## src/rtl/pla_onset_scanner.sv

```systemverilog
// Drives a contiguous (wrapping) range of minterms onto a single-output PLA, one per clock,
// and accumulates onset size, first onset minterm and a MISR signature of the response.
module pla_onset_scanner #(
  parameter int          N_IN     = 16,
  parameter logic [15:0] SIG_POLY = 16'h1021,
  parameter logic [15:0] SIG_INIT = 16'hFFFF
) (
  input  logic            clk,
  input  logic            rst,
  input  logic            start,
  input  logic            abort,
  input  logic [N_IN-1:0] lo,
  input  logic [N_IN-1:0] hi,
  output logic [N_IN-1:0] x_vec,
  input  logic            y_in,
  output logic            busy,
  output logic            done,
  output logic [N_IN:0]   onset_count,
  output logic [N_IN-1:0] first_onset,
  output logic            first_valid,
  output logic [15:0]     signature
);

  typedef enum logic [1:0] {IDLE, RUN, DONE} state_t;

  state_t          state;
  logic [N_IN-1:0] hi_q;
  logic [15:0]     sig_next;

  // Shifting y_in into bit 0 is the same as (sig<<1) ^ y_in, since the shift leaves bit 0 clear.
  always_comb begin
    sig_next = {signature[14:0], y_in} ^ (signature[15] ? SIG_POLY : 16'h0000);
  end

  // NOTE: every register here uses <= so all updates see the pre-edge values of x_vec and state.
  always_ff @(posedge clk) begin
    if (rst) begin
      state       <= IDLE;
      hi_q        <= '0;
      x_vec       <= '0;
      busy        <= 1'b0;
      done        <= 1'b0;
      onset_count <= '0;
      first_onset <= '0;
      first_valid <= 1'b0;
      signature   <= '0;
    end else begin
      case (state)
        IDLE, DONE: begin
          if (start) begin
            state       <= RUN;
            hi_q        <= hi;
            x_vec       <= lo;
            busy        <= 1'b1;
            done        <= 1'b0;
            onset_count <= '0;
            first_onset <= '0;
            first_valid <= 1'b0;
            signature   <= SIG_INIT;
          end
        end
        RUN: begin
          if (abort) begin
            // The sample on x_vec at this edge is dropped; partial results stay visible.
            state <= IDLE;
            busy  <= 1'b0;
          end else begin
            onset_count <= onset_count + (N_IN+1)'(y_in);
            signature   <= sig_next;
            if (y_in && !first_valid) begin
              first_onset <= x_vec;
              first_valid <= 1'b1;
            end
            if (x_vec == hi_q) begin
              state <= DONE;
              busy  <= 1'b0;
              done  <= 1'b1;
            end else begin
              x_vec <= x_vec + N_IN'(1);
            end
          end
        end
        default: begin
          state <= IDLE;
          busy  <= 1'b0;
          done  <= 1'b0;
        end
      endcase
    end
  end

endmodule

```

## config.mk

```make
export PLATFORM = sky130hd
export DESIGN_NAME = pla_onset_scanner
export DESIGN_NICKNAME = d
export VERILOG_FILES = /design/src/rtl/pla_onset_scanner.sv
export SDC_FILE = /design/constraint.sdc
export NUM_CORES = 1
export LEC_CHECK = 0
export BUFFER_PORTS_ARGS = -buffer_cell sky130_fd_sc_hd__buf_2
export CAP_MARGIN = 10
export CORE_MARGIN = 3
export CORE_UTILIZATION = 45
export CTS_CLUSTER_SIZE = 10
export DETAILED_ROUTE_END_ITERATION = 16
export PLACE_DENSITY_LB_ADDON = 0.12
export SYNTH_ARGS = -nofsm -noshare
export SYNTH_HDL_FRONTEND = slang
export SYNTH_SLANG_ARGS = --single-unit
```

## constraint.sdc

```tcl
create_clock -name clk -period 1.9 [get_ports clk]
set_input_delay 0.095 -clock clk [delete_from_list [all_inputs] [get_ports clk]]
set_output_delay 0.095 -clock clk [all_outputs]
set_load 0.05 [all_outputs]
```

Word level (Yosys, flattened, before mapping). Index checks and enable logic that the tools add are counted.

Add/sub/neg operators: 2. Reduce and logical (&&, ||, !) cells: 11. Bitwise logic cells: 1. Mux-type cells: 30. Equality and inequality tests: 9.

Operators with widths (count): two-way mux 16 bit (8); case mux 16 bit (2 select lines) (3); two-way mux 17 bit (2); case mux 17 bit (2 select lines) (1); adder 17 x 1 -> 17 bit (1); adder 16 x 1 -> 16 bit (second input constant) (1); == test 16 bit (1); XOR 16 x 13 -> 16 bit (1); two-way mux 13 bit (1); != test 2 bit (second input constant) (5); two-way mux 1 bit (8); AND reduction 4 bit (2); two-way mux 2 bit (3); case mux 1 bit (2 select lines) (3); AND reduction 3 bit (2); case mux 2 bit (2 select lines) (1); AND reduction 2 bit (2); != test 3 bit (second input constant) (1); == test 2 x 1 -> 1 bit (second input constant) (1); == test 2 bit (second input constant) (1); logical NOT 2 bit (1); nonzero test 2 bit (1); OR reduction 2 bit (1); logical AND 1 bit (1); logical NOT 1 bit (1).

Logic and storage cells: 62. Input port bits: 37. Output and inout bits: 68. Flip-flop bits (word level): 86.

Depth between registers and ports, before layout. Gate-level depths: netlist of the first run.

Word-level depth: 5. Depth in mapped cells: 10. Mapped depth without buffers: 7.

Least setup slack after synthesis of the first run. OpenSTA, ideal clock, no wires.

Kind: reg-to-reg. Start point: register x_vec[10]. End point: register x_vec[0]. Required time: 1785 ps. Library setup time: 115 ps. Buffers on the path: 2. Data arrival time: 2062 ps. Setup slack: -277 ps. Stages on the path, launching flop included: 9. Clock period less this slack: 2177 ps. Cells stage by stage: dfxtp_1 > buf_2 > xnor2_1 > nand4_1 > nor4_4 > a21oi_2 > buf_6 > o211a_1 > o21ba_2.

Cells in the longest elaborated chain, start to end: 3.

RTL lines: start: declaration (line 14) `output logic [N_IN-1:0] x_vec,`; start signal: assignment (line 53) `x_vec <= lo;`; start signal: assignment (line 79) `x_vec <= x_vec + N_IN'(1);`; == test 16 bit (line 74) `if (x_vec == hi_q) begin`; != test 2 bit (no source line); AND reduction 4 bit (no source line).

Every way passes these cells. A chain may end at the register's enable or synchronous reset.

Worst setup path in the final report of the first run.
Start point: register x_vec[5]. End point: register x_vec[12].

Cells in the longest elaborated chain, start to end: 4. Elaborated cells on any way between the ends: 7. Classes of those cells: add/sub: 1; eq/ne: 2; mux: 3; reduce/logical: 1.

RTL lines: adder 16 x 1 -> 16 bit (line 79); two-way mux 16 bit (line 74); two-way mux 16 bit (line 63) `if (abort) begin`; case mux 16 bit (2 select lines) (line 48) `case (state)`.

Several ways; a longest one is shown, not always the timed one. The select of a mux whose other input is x is not followed.

==> implementation parameters, run 1 <==
Parameter                              Value

Run status
  Run status    finished, final reports clean

Clock tree
  Sinks on the clock net    between 80 and 90
  Root Buffer    sky130_fd_sc_hd__clkbuf_8
  Maximum buffer depth of the clock tree    2
  Clock Pin Slew Worst Setup and Hold Paths    ~90 ps
  Clock tree from TritonCTS    yes
  CTS H-Tree Depth    3
  Number of buffers inserted during clock tree synthesis    9
  Clock network latency to the later pin of the worst-skew pair    between 300 and 400 ps

Yosys
  Syn nets    524
  Number of standard cells after synthesis    484
  Share of synthesized area occupied by flip-flops and latches    a little over two fifths
  Number of enable-type register cells in the synthesized netlist    0
  Async S/R FF share, synth    0%
  Seq cells post-synth    between 80 and 90
  Dominant register cell in the synthesized netlist    sky130_fd_sc_hd__dfxtp_1
  Number of unique standard cell types used by synthesis    45
  Avg Cell Area, Syn    about 8.2 um^2
  Syn Std Cell Area    around 0.0040 mm^2
  Warnings, synthesis    0

Detailed routing
  Number of nets still failing antenna checks after routing    0
  Number of DRC markers after the initial detailed-route iteration    between 150 and 200
  DR DRC count    0
  Total via count after detailed routing    between 3000 and 4000
  WL/cell    between 15 and 20 um
  DRT Wirelength    about 11 mm
  First-pass DRT Iterations    5
  Vias per inst    5.29

Critical path
  Endpoint arrival time on the critical path    between 2000 and 2500 ps
  Setup crit start kind    flop
  Crit-path max FO    4
  Kind of end point of the critical path    flop
  Category of the most critical setup path    reg2reg
  Data required, critical path    approximately 2200 ps

Cells and area
  Post-route non-filler standard cell count    around 730
  Final Instance Area    between 0.005 and 0.006 mm^2
  Final-stage net count    roughly 660
  Number of fillers in the final layout    782
  Highest-count cells in the layout ignoring fill and taps    sky130_fd_sc_hd__buf_2, sky130_fd_sc_hd__nand2_1, sky130_fd_sc_hd__dfxtp_1
  Proportion of layout cells with a drive suffix above 1    32.3%
  Antenna Cells    0
  Most common cell after layout, fill and taps aside    sky130_fd_sc_hd__buf_2
  Area grow syn2layout    30.9%

Place
  HPWL Detailed    approximately 7.9 mm
  Cell total after placement    691
  Dpl ws    -53.0 ps
  Buffers on Ports    about 100
  Area post-placement    around 0.0047 mm^2
  Final Wtd Congestion    between 0.8 and 0.9

Die
  Full die area    ~0.01 mm^2
  Core box area    between 0.008 and 0.009 mm^2
  Number of standard-cell rows in the floorplan    33
  Chip Width    between 90 and 100 um
  Vert. Die Dim    approximately 100 um
  Number of top-level design ports    roughly 110
  Initial Utilization    between 40% and 50%

Power
  VDD IR max    0.504 mV
  Areal power density over the cells    846 mW/mm^2
  Leakage    approximately 0.0022 uW

Timing
  Clock skew after layout    11.0 ps
  Transition time at the pin with the least slew margin    roughly 470 ps
  Worst rel slew slack    between 60% and 70%
  Post-route fraction of the period consumed by the critical path    ~96%
  Worst setup margin    between 80 and 90 ps
  Final min period    between 1500 and 2000 ps
  Setup violation total in the final timing report    0
  FMAX    550 MHz
  Hold Fails Final Rpt    0
  Final count of pins violating max slew    0
  RSZ-0062 raised after global routing    true
  Min Hold Slack    slightly below 9 ps

Job
  Number of maximum-capacitance constraint violations    0

Global routing
  Number of antenna violations at the first check in global routing    0
  Maximum number of pins on one net before global-route repair    34
  Total congestion overflow    0
  Overall fraction of global-route tracks in use    22.4%
  Via count of the first global-routing pass    3551
  First-pass GRT wire length    18.0 mm

Min path
  Classification of the worst-slack hold path    in2reg
[synth_stat cells (6+ instances only)]
cell                        n  area, um^2
sky130_fd_sc_hd__dfxtp_1   86        1720
sky130_fd_sc_hd__nand2_1   77         289
sky130_fd_sc_hd__a21oi_1   52         260
sky130_fd_sc_hd__nor2_1    37         139
sky130_fd_sc_hd__nor3_1    33         165
sky130_fd_sc_hd__nand3_1   30         150
sky130_fd_sc_hd__clkbuf_1  24        90.1
sky130_fd_sc_hd__xnor2_1   24         210
sky130_fd_sc_hd__inv_1     11        41.3
sky130_fd_sc_hd__o21ai_0   11        55.1
sky130_fd_sc_hd__nand4_1   10        62.6
sky130_fd_sc_hd__xor2_1    10        87.6
sky130_fd_sc_hd__buf_2      7        35.0
sky130_fd_sc_hd__a211oi_1   6        45.0
sky130_fd_sc_hd__nand2b_1   6        37.5
sky130_fd_sc_hd__o32ai_2    6        97.6
[power by group]
part           total (uW)  switching, uW  internal (uW)
Combinational        1030            678            349
Clock                1390            665            728
Sequential           1980           72.4           1900
Total                4400           1410           2980
[path summary, 6_finish.rpt]
| path | slack (ps) | cells past startpoint | from | endpoint |
|---|---|---|---|---|
| setup / recovery | 80 | 8 | x_vec[5] | x_vec[12] |
| hold / removal | 9 | 3 | hi[10] | hi_q[10] |
| setup reg to reg | 80 | 8 | x_vec[5] | x_vec[12] |
| hold reg to reg | 450 | 2 | first_onset[9] | first_onset[9] |
[critical path, stage by stage, from the launching register on]
cell                      delay (ps)
sky130_fd_sc_hd__dfxtp_2         350
sky130_fd_sc_hd__xnor2_1         160
sky130_fd_sc_hd__nand4_1         160
sky130_fd_sc_hd__nor4_4          290
sky130_fd_sc_hd__buf_4           180
sky130_fd_sc_hd__buf_4           130
sky130_fd_sc_hd__nand2_1         100
sky130_fd_sc_hd__a311o_1         280
sky130_fd_sc_hd__o21ai_1          80
[state kept, by name (all words and copies together), names as in the netlist]
| signal | flops |
|---|---|
| busy | 1 |
| done | 1 |
| first_onset | 16 |
| first_valid | 1 |
| hi_q | 16 |
| onset_count | 17 |
| signature | 16 |
| state | 2 |
| x_vec | 16 |
[cell families (layout without fill, tap and decap cells)]
family,count (synthesis),after routing,synth area share (%)
buffers and inverters,50,185,6.40
flip-flops,86,86,43.4
multiplexers,3,3,0.757
XOR/XNOR,34,34,7.51
adder cells (fa/ha/maj),3,3,0.946
AO/OA/AOI/OAI,94,95,15.5
AND/OR/NAND/NOR,214,214,25.4
[cell type report]
type	instances	area [um^2]	area share, %
Clock buffer	12	166	3.20
Clock inverter	4	50.0	0.963
Inverter	11	41.3	0.795
Multi-Input combinational cell	349	2070	39.9
Sequential cell	86	1760	33.8
Tap cell	105	131	2.53
Timing Repair Buffer	158	976	18.8
[stage by stage]
step,util [%],power (uW),setup TNS [ps]
4_1_cts,61.0,4420,0
3_3_place_gp,56.5,2990,-125
3_5_place_dp,56.5,2990,-234
6_report,62.0,4400,0
5_1_grt,62.0,4600,-12.2
2_1_floorplan,-,2710,0
[metal layers]
layer	global-route usage (%)	wire (um)	vias up
met3	5.63	832	7
met1	32.6	5270	1785
met4	5.04	91	0
li1	-	-	1922
met5	0	0	-
met2	33.5	4920	118
[repair_timing]
| item | 4_1_cts | 5_1_grt |
|---|---|---|
| setup endpoints to repair | 11 | 22 |
| resized for setup | 4 | 13 |
| pin swaps | 0 | 4 |
| endpoints found under the hold margin | 15 | 0 |
| hold buffers | 15 | 0 |
| cloned | 0 | 1 |
| buffers inserted | 0 | 2 |
Note: power is estimated with default switching activity, not from simulation.
==> run 2: changes to the inputs <==
CORE_UTILIZATION = 25   (was 45)
==> run 2 against run 1 <==
Effect of this change:
- first-iteration DRC count shrank 1.6%
- register-to-register slack better by 30 ps
- clock skew shrank 4.4 ps
- global-route usage is 8.1 points lower
- worst hold slack better by 4.6 ps
- final area grew 3.0%
- critical path depth decreased by 1
- sequential cell count unchanged
- core utilization is 27 points lower
- critical endpoint is now x_vec[7]
- largest cell class unchanged
- highest routed layer unchanged
==> implementation parameters, run 2 (synthesis results as in run 1) <==
Parameter                              Value

Timing
  Final min period    1790 ps (-31.9 ps)
  Clock skew after layout    6.60 ps (-4.39 ps)
  Worst setup margin    115 ps (+31.9 ps)
  FMAX    560 MHz (+1.8%)
  Final count of pins violating max slew    0 (unchanged)
  Hold Fails Final Rpt    0 (unchanged)
  RSZ-0062 raised after global routing    true
  Setup TNS Final    0 ps (unchanged)
  Setup violation total in the final timing report    0 (unchanged)
  Worst rel slew slack    61.6% (-7.1 points)
  Post-route fraction of the period consumed by the critical path    94.0% (-1.7 points)
  Min Hold Slack    13.5 ps (+4.62 ps)
  Transition time at the pin with the least slew margin    576 ps (+109 ps)

Power
  VDD IR max    0.387 mV (-23%)
  Areal power density over the cells    897 mW/mm^2 (+6.0%)
  Share of power burned in the clock network    37.5% (+5.8 points)
  Design internal power    3340 uW (+12%)
  Switching power    1460 uW (+3.3%)
  Sequential group share of total power    41.5% (-3.5 points)
  Leakage    0.00216 uW (about the same)
  Combinational group share of total power    21.1% (-2.3 points)
  Switching part of the total    30.4% (-1.8 points)

Global routing
  Number of antenna violations at the first check in global routing    0 (unchanged)
  Overall fraction of global-route tracks in use    14.3% (-8.1 points)
  First-pass GRT wire length    19.9 mm (+11%)
  Maximum number of pins on one net before global-route repair    37 (+8.8%)
  Total congestion overflow    0 (unchanged)
  Via count of the first global-routing pass    3625 (+2.1%)

Cells and area
  Max reg flops    17 (unchanged)
  Register with the highest flop count    onset_count
  Proportion of layout cells with a drive suffix above 1    30.7% (-1.5 points)
  Final-stage net count    647 (-1.2%)
  Final Instance Area    0.00535 mm^2 (+3.0%)
  Total area of sequential cells    0.00175 mm^2 (about the same)
  Number of fillers in the final layout    1655 (+110%)
  Most common cell after layout, fill and taps aside    sky130_fd_sc_hd__buf_2
  Area occupied by multi-input gates    0.00204 mm^2 (-1.6%)
  Post-route non-filler standard cell count    824 (+14%)
  Highest-count cells in the layout ignoring fill and taps    sky130_fd_sc_hd__buf_2, sky130_fd_sc_hd__nand2_1, sky130_fd_sc_hd__dfxtp_1
  Area grow syn2layout    34.9%

Clock tree
  Sinks on the clock net    86 (unchanged)
  Number of buffers inserted during clock tree synthesis    9 (unchanged)
  Clock network latency to the later pin of the worst-skew pair    340 ps (-20 ps)
  Maximum buffer depth of the clock tree    2 (unchanged)
  Clock tree from TritonCTS    yes
  Root Buffer    sky130_fd_sc_hd__clkbuf_16
  Clock Pin Slew Worst Setup and Hold Paths    60 ps (-30 ps)
  CTS H-Tree Depth    3 (unchanged)

Critical path
  Category of the most critical setup path    reg2reg
  Crit-path max FO    20 (+16)
  FF-to-FF Start    x_vec[13]
  Startpoint of the worst setup timing path    x_vec[13]
  R2R depth    7 (-1)
  Endpoint arrival time on the critical path    2020 ps (-80 ps)
  Kind of end point of the critical path    flop
  Data required, critical path    2130 ps (-50 ps)
  Setup crit start kind    flop

Place
  HPWL Detailed    9.06 mm (+15%)
  Area post-placement    0.00487 mm^2 (+2.9%)
  Buffers on Ports    104 (unchanged)
  Dpl ws    -71.1 ps (-18.1 ps)
  Cell total after placement    794 (+15%)
  Final Wtd Congestion    0.865 (+3.7%)

Die
  Number of standard-cell rows in the floorplan    45 (+36%)
  Number of top-level design ports    105 (unchanged)
  Core box area    0.0154 mm^2 (+83%)
  Initial Utilization    25.8% (-22 points)
  Full die area    0.0174 mm^2 (+75%)
  Chip Width    132 um (+32%)
  Vert. Die Dim    132 um (+32%)

Detailed routing
  DRT Wirelength    12.3 mm (+11%)
  Total via count after detailed routing    3775 (-1.5%)
  Vias per inst    4.58 (-13%)
  Number of DRC markers after the initial detailed-route iteration    187 (-1.6%)
  Number of nets still failing antenna checks after routing    0 (unchanged)
  DR DRC count    0 (unchanged)
  WL/cell    15.0 um (-2.3%)
  First-pass DRT Iterations    4 (-1)

Min path
  Cell count of the worst hold path    3 (unchanged)
  Startpoint of the lowest-slack hold path    hi[15]
  Classification of the worst-slack hold path    in2reg

Run status
  Run status    finished, final reports clean

Job
  Number of maximum-capacitance constraint violations    0 (unchanged)
run 2: cell count changes in the layout (fill, tap and decap cells not counted), sizes merged:
| cell | previous run | this run |
|---|---|---|
| buf | 143 | 138 |
| a21oi | 55 | 54 |
| diode | 0 | 1 |
| inv | 13 | 11 |
| clkinvlp | 0 | 1 |
| dlygate4sd3 | 15 | 13 |
| clkbuf | 12 | 13 |
run 2: worst paths after layout:
check                                 endpoint  slack (ps)
worst max-delay path                  x_vec[7]         110
worst min-delay path                  hi_q[15]          10
worst max register to register        x_vec[7]         110
worst min register to register  first_onset[0]         450
run 2: timing repair:
item                                    4_1_cts  5_1_grt
endpoints found under the setup margin        2        7
setup buffers                                 0        0
hold buffers                                 13        0
resized for setup                             3        8
pin swaps                                     2        5
endpoints found under the hold margin        13        0
run 2: cell type report:
class,instances,share of cell area [%]
inverters,11,0.771
well taps,211,4.93
clock buffers,13,4.86
clock inverters,3,0.795
diodes,1,0.0468
repair buffers,151,17.7
multi-input cells,348,38.1
flip-flops and latches,86,32.8
run 2: power groups by stage:
stage               combinational [uW]  clock [uW]  sequential [uW]
floorplan                          428           0             2290
global placement                   985           0             2030
detailed placement                 988           0             2030
CTS                               1010        1870             1990
global route                      1100        1950             2010
finish                            1010        1800             1990
run 2: critical path, stage by stage, from the launching register on:
cell and delay (ps):
sky130_fd_sc_hd__dfxtp_2 320, sky130_fd_sc_hd__xnor2_1 160, sky130_fd_sc_hd__nand4_1 180, sky130_fd_sc_hd__nor4_4 350, sky130_fd_sc_hd__a21oi_2 120, sky130_fd_sc_hd__buf_12 170, sky130_fd_sc_hd__a21boi_0 140, sky130_fd_sc_hd__o32ai_2 230
run 2: metal layers:
layer  GRT usage [%]  vias up  share of wire [%]
met1            20.7     1749                 50
met3            3.89       13                5.6
met2            20.2       96                 43
li1                -     1917                  -
met4            5.13        0                2.0
met5               0        -                  0
run 2: through the flow:
step / total power, uW / util [%]
2_1_floorplan: 2710 / -
3_3_place_gp: 3010 / 31.7
3_5_place_dp: 3020 / 31.7
4_1_cts: 4870 / 34.6
5_1_grt: 5050 / 34.8
6_report: 4800 / 34.8
==> run 3: changes to the inputs <==
CTS_BUF_LIST = sky130_fd_sc_hd__clkbuf_8   (was default)
==> run 3 against run 2 <==
Effect of this change:
- core utilization decreased by 0.46 points
- global-route usage is 0.072 points higher
- critical path depth stayed put
- register-to-register slack about the same
- first-iteration DRC count down 0.53%
- highest routed layer unchanged
- final area down 1.3%
- combinational power is essentially flat
- maximum frequency fell by 0.31%
- clock skew rose by 2.9 ps
- sequential power is essentially flat
- power down 9.8%
==> implementation parameters, run 3 (synthesis results as in run 1) <==
Parameter                              Value

Job
  Number of maximum-capacitance constraint violations    0 (unchanged)

Cells and area
  Register with the highest flop count    onset_count
  Final-stage net count    650 (+0.46%)
  Final core utilization    34.4% (-0.46 points)
  Number of fillers in the final layout    1661 (+0.36%)
  Most common cell after layout, fill and taps aside    sky130_fd_sc_hd__buf_2
  Final Instance Area    0.00528 mm^2 (-1.3%)
  Area grow syn2layout    33.1%
  Proportion of layout cells with a drive suffix above 1    30.6% (-0.15 points)
  Highest-count cells in the layout ignoring fill and taps    sky130_fd_sc_hd__buf_2, sky130_fd_sc_hd__nand2_1, sky130_fd_sc_hd__dfxtp_1
  Max reg flops    17 (unchanged)

Detailed routing
  Number of nets still failing antenna checks after routing    0 (unchanged)
  First-pass DRT Iterations    5 (+1)
  Number of DRC markers after the initial detailed-route iteration    186 (-0.53%)
  WL/cell    14.9 um (-0.31%)
  DRT Wirelength    12.3 mm (about the same)
  DR DRC count    0 (unchanged)
  Total via count after detailed routing    3767 (-0.21%)
  Vias per inst    4.56 (-0.57%)

Timing
  Worst rel slew slack    60.3% (-1.3 points)
  Setup TNS Final    0 ps (unchanged)
  Final min period    1790 ps (+5.52 ps)
  Worst setup margin    109 ps (-5.52 ps)
  Hold Fails Final Rpt    0 (unchanged)
  Final count of pins violating max slew    0 (unchanged)
  Clock skew after layout    9.47 ps (+2.86 ps)
  Post-route fraction of the period consumed by the critical path    94.2% (+0.29 points)
  Min Hold Slack    33.4 ps (+19.9 ps)
  Setup violation total in the final timing report    0 (unchanged)
  Transition time at the pin with the least slew margin    596 ps (+19.7 ps)
  RSZ-0062 raised after global routing    true
  FMAX    558 MHz (-0.31%)

Place
  Buffers on Ports    104 (unchanged)
  Area post-placement    0.00487 mm^2 (unchanged)
  Final Wtd Congestion    0.865 (unchanged)
  Dpl ws    -71.1 ps (unchanged)
  HPWL Detailed    9.06 mm (unchanged)

Power
  Leakage    0.00214 uW (-1.2%)
  Areal power density over the cells    820 mW/mm^2 (-8.5%)
  VDD IR max    0.327 mV (-15%)

Die
  Number of top-level design ports    105 (unchanged)
  Vert. Die Dim    132 um (unchanged)
  Chip Width    132 um (unchanged)
  Full die area    0.0174 mm^2 (unchanged)
  Initial Utilization    25.8% (unchanged)
  Number of standard-cell rows in the floorplan    45 (unchanged)
  Core box area    0.0154 mm^2 (unchanged)

Clock tree
  Number of buffers inserted during clock tree synthesis    9 (unchanged)
  Clock Pin Slew Worst Setup and Hold Paths    90 ps (+30 ps)
  Sinks on the clock net    86 (unchanged)
  Post-CTS Setup Repair Bufs    0 (unchanged)
  CTS H-Tree Depth    3 (unchanged)
  Root Buffer    sky130_fd_sc_hd__clkbuf_8
  Clock tree from TritonCTS    yes
  Clock network latency to the later pin of the worst-skew pair    370 ps (+30 ps)
  Maximum buffer depth of the clock tree    2 (unchanged)

Global routing
  Via count of the first global-routing pass    3652 (+0.74%)
  Total congestion overflow    0 (unchanged)
  Maximum number of pins on one net before global-route repair    37 (unchanged)
  Overall fraction of global-route tracks in use    14.4% (+0.072 points)
  First-pass GRT wire length    20.0 mm (+0.14%)
  Number of antenna violations at the first check in global routing    0 (unchanged)

Critical path
  FF-to-FF Start    x_vec[1]
  Kind of end point of the critical path    flop
  R2R Setup Slk    110 ps (about the same)
  Endpoint arrival time on the critical path    2030 ps (about the same)
  Crit-path max FO    7 (-65%)
  Worst R2R End    x_vec[14]
  Worst setup path end    x_vec[14]
  Setup crit start kind    flop
  Data required, critical path    2140 ps (about the same)
  R2R depth    7 (unchanged)
  Category of the most critical setup path    reg2reg
  Startpoint of the worst setup timing path    x_vec[1]

Min path
  Classification of the worst-slack hold path    in2reg

Run status
  Run status    finished, final reports clean
==> run 3: cell count changes in the layout (fill, tap and decap cells not counted), sizes merged <==
cell	before	now
clkbuf	13	11
inv	11	13
dlygate4sd3	13	16
==> run 3: through the flow <==
| step | cells | power, uW |
|---|---|---|
| after floorplan | 484 | 2710 |
| after global placement | 794 | 3010 |
| after detailed placement | 794 | 3020 |
| after CTS | 826 | 4400 |
| after global routing | 826 | 4570 |
| final | 827 | 4330 |
==> run 3: timing repair <==
action                     CTS  global route
pin swaps                    2             5
setup endpoints to repair    2             7
hold buffers                16             0
hold endpoints to repair    16             0
gates resized for setup      3             8
==> run 3: area by class of cell <==
cell class                      count  area (um^2)  area share [%]
Tap cell                          211          264            5.00
Clock inverter                      5         50.0           0.948
Multi-Input combinational cell    348         2040            38.6
Antenna cell                        1         2.50          0.0474
Timing Repair Buffer              154          977            18.5
Clock buffer                       11          151            2.87
Inverter                           11         41.3           0.782
Sequential cell                    86         1750            33.2
==> run 3: how the worst min path moves through the flow <==
stage / cells after the start / slack [ps] / to / startpoint
after detailed placement: 3 / 350 / hi_q[5] / hi[5]
after CTS: 3 / 10 / x_vec[6] / lo[6]
final: 3 / 30 / x_vec[6] / lo[6]
after global routing: 3 / 20 / x_vec[10] / lo[10]
after floorplan: 2 / 230 / hi_q[0] / hi[0]
after global placement: 3 / 340 / hi_q[4] / hi[4]
==> run 3: power breakdown <==
| part | internal, uW | switching, uW | total, uW |
|---|---|---|---|
| Clock | 669 | 662 | 1330 |
| Combinational | 348 | 666 | 1010 |
| Sequential | 1900 | 84.7 | 1990 |
| Total | 2920 | 1410 | 4330 |
==> run 3: per-layer routing <==
layer | part of all wire [%] | global-route usage (%)
met5 | 0 | 0
met4 | 2.7 | 6.71
met3 | 5.3 | 3.17
met2 | 43 | 20.4
met1 | 49 | 20.5
==> run 3: worst max-delay path: stages, from the launching register on <==
cell and delay [ps]:
sky130_fd_sc_hd__dfxtp_4 360, sky130_fd_sc_hd__buf_6 140, sky130_fd_sc_hd__ha_4 150, sky130_fd_sc_hd__nand4_1 110, sky130_fd_sc_hd__or3_4 460, sky130_fd_sc_hd__o21ai_0 180, sky130_fd_sc_hd__a21oi_1 80, sky130_fd_sc_hd__o21bai_1 190
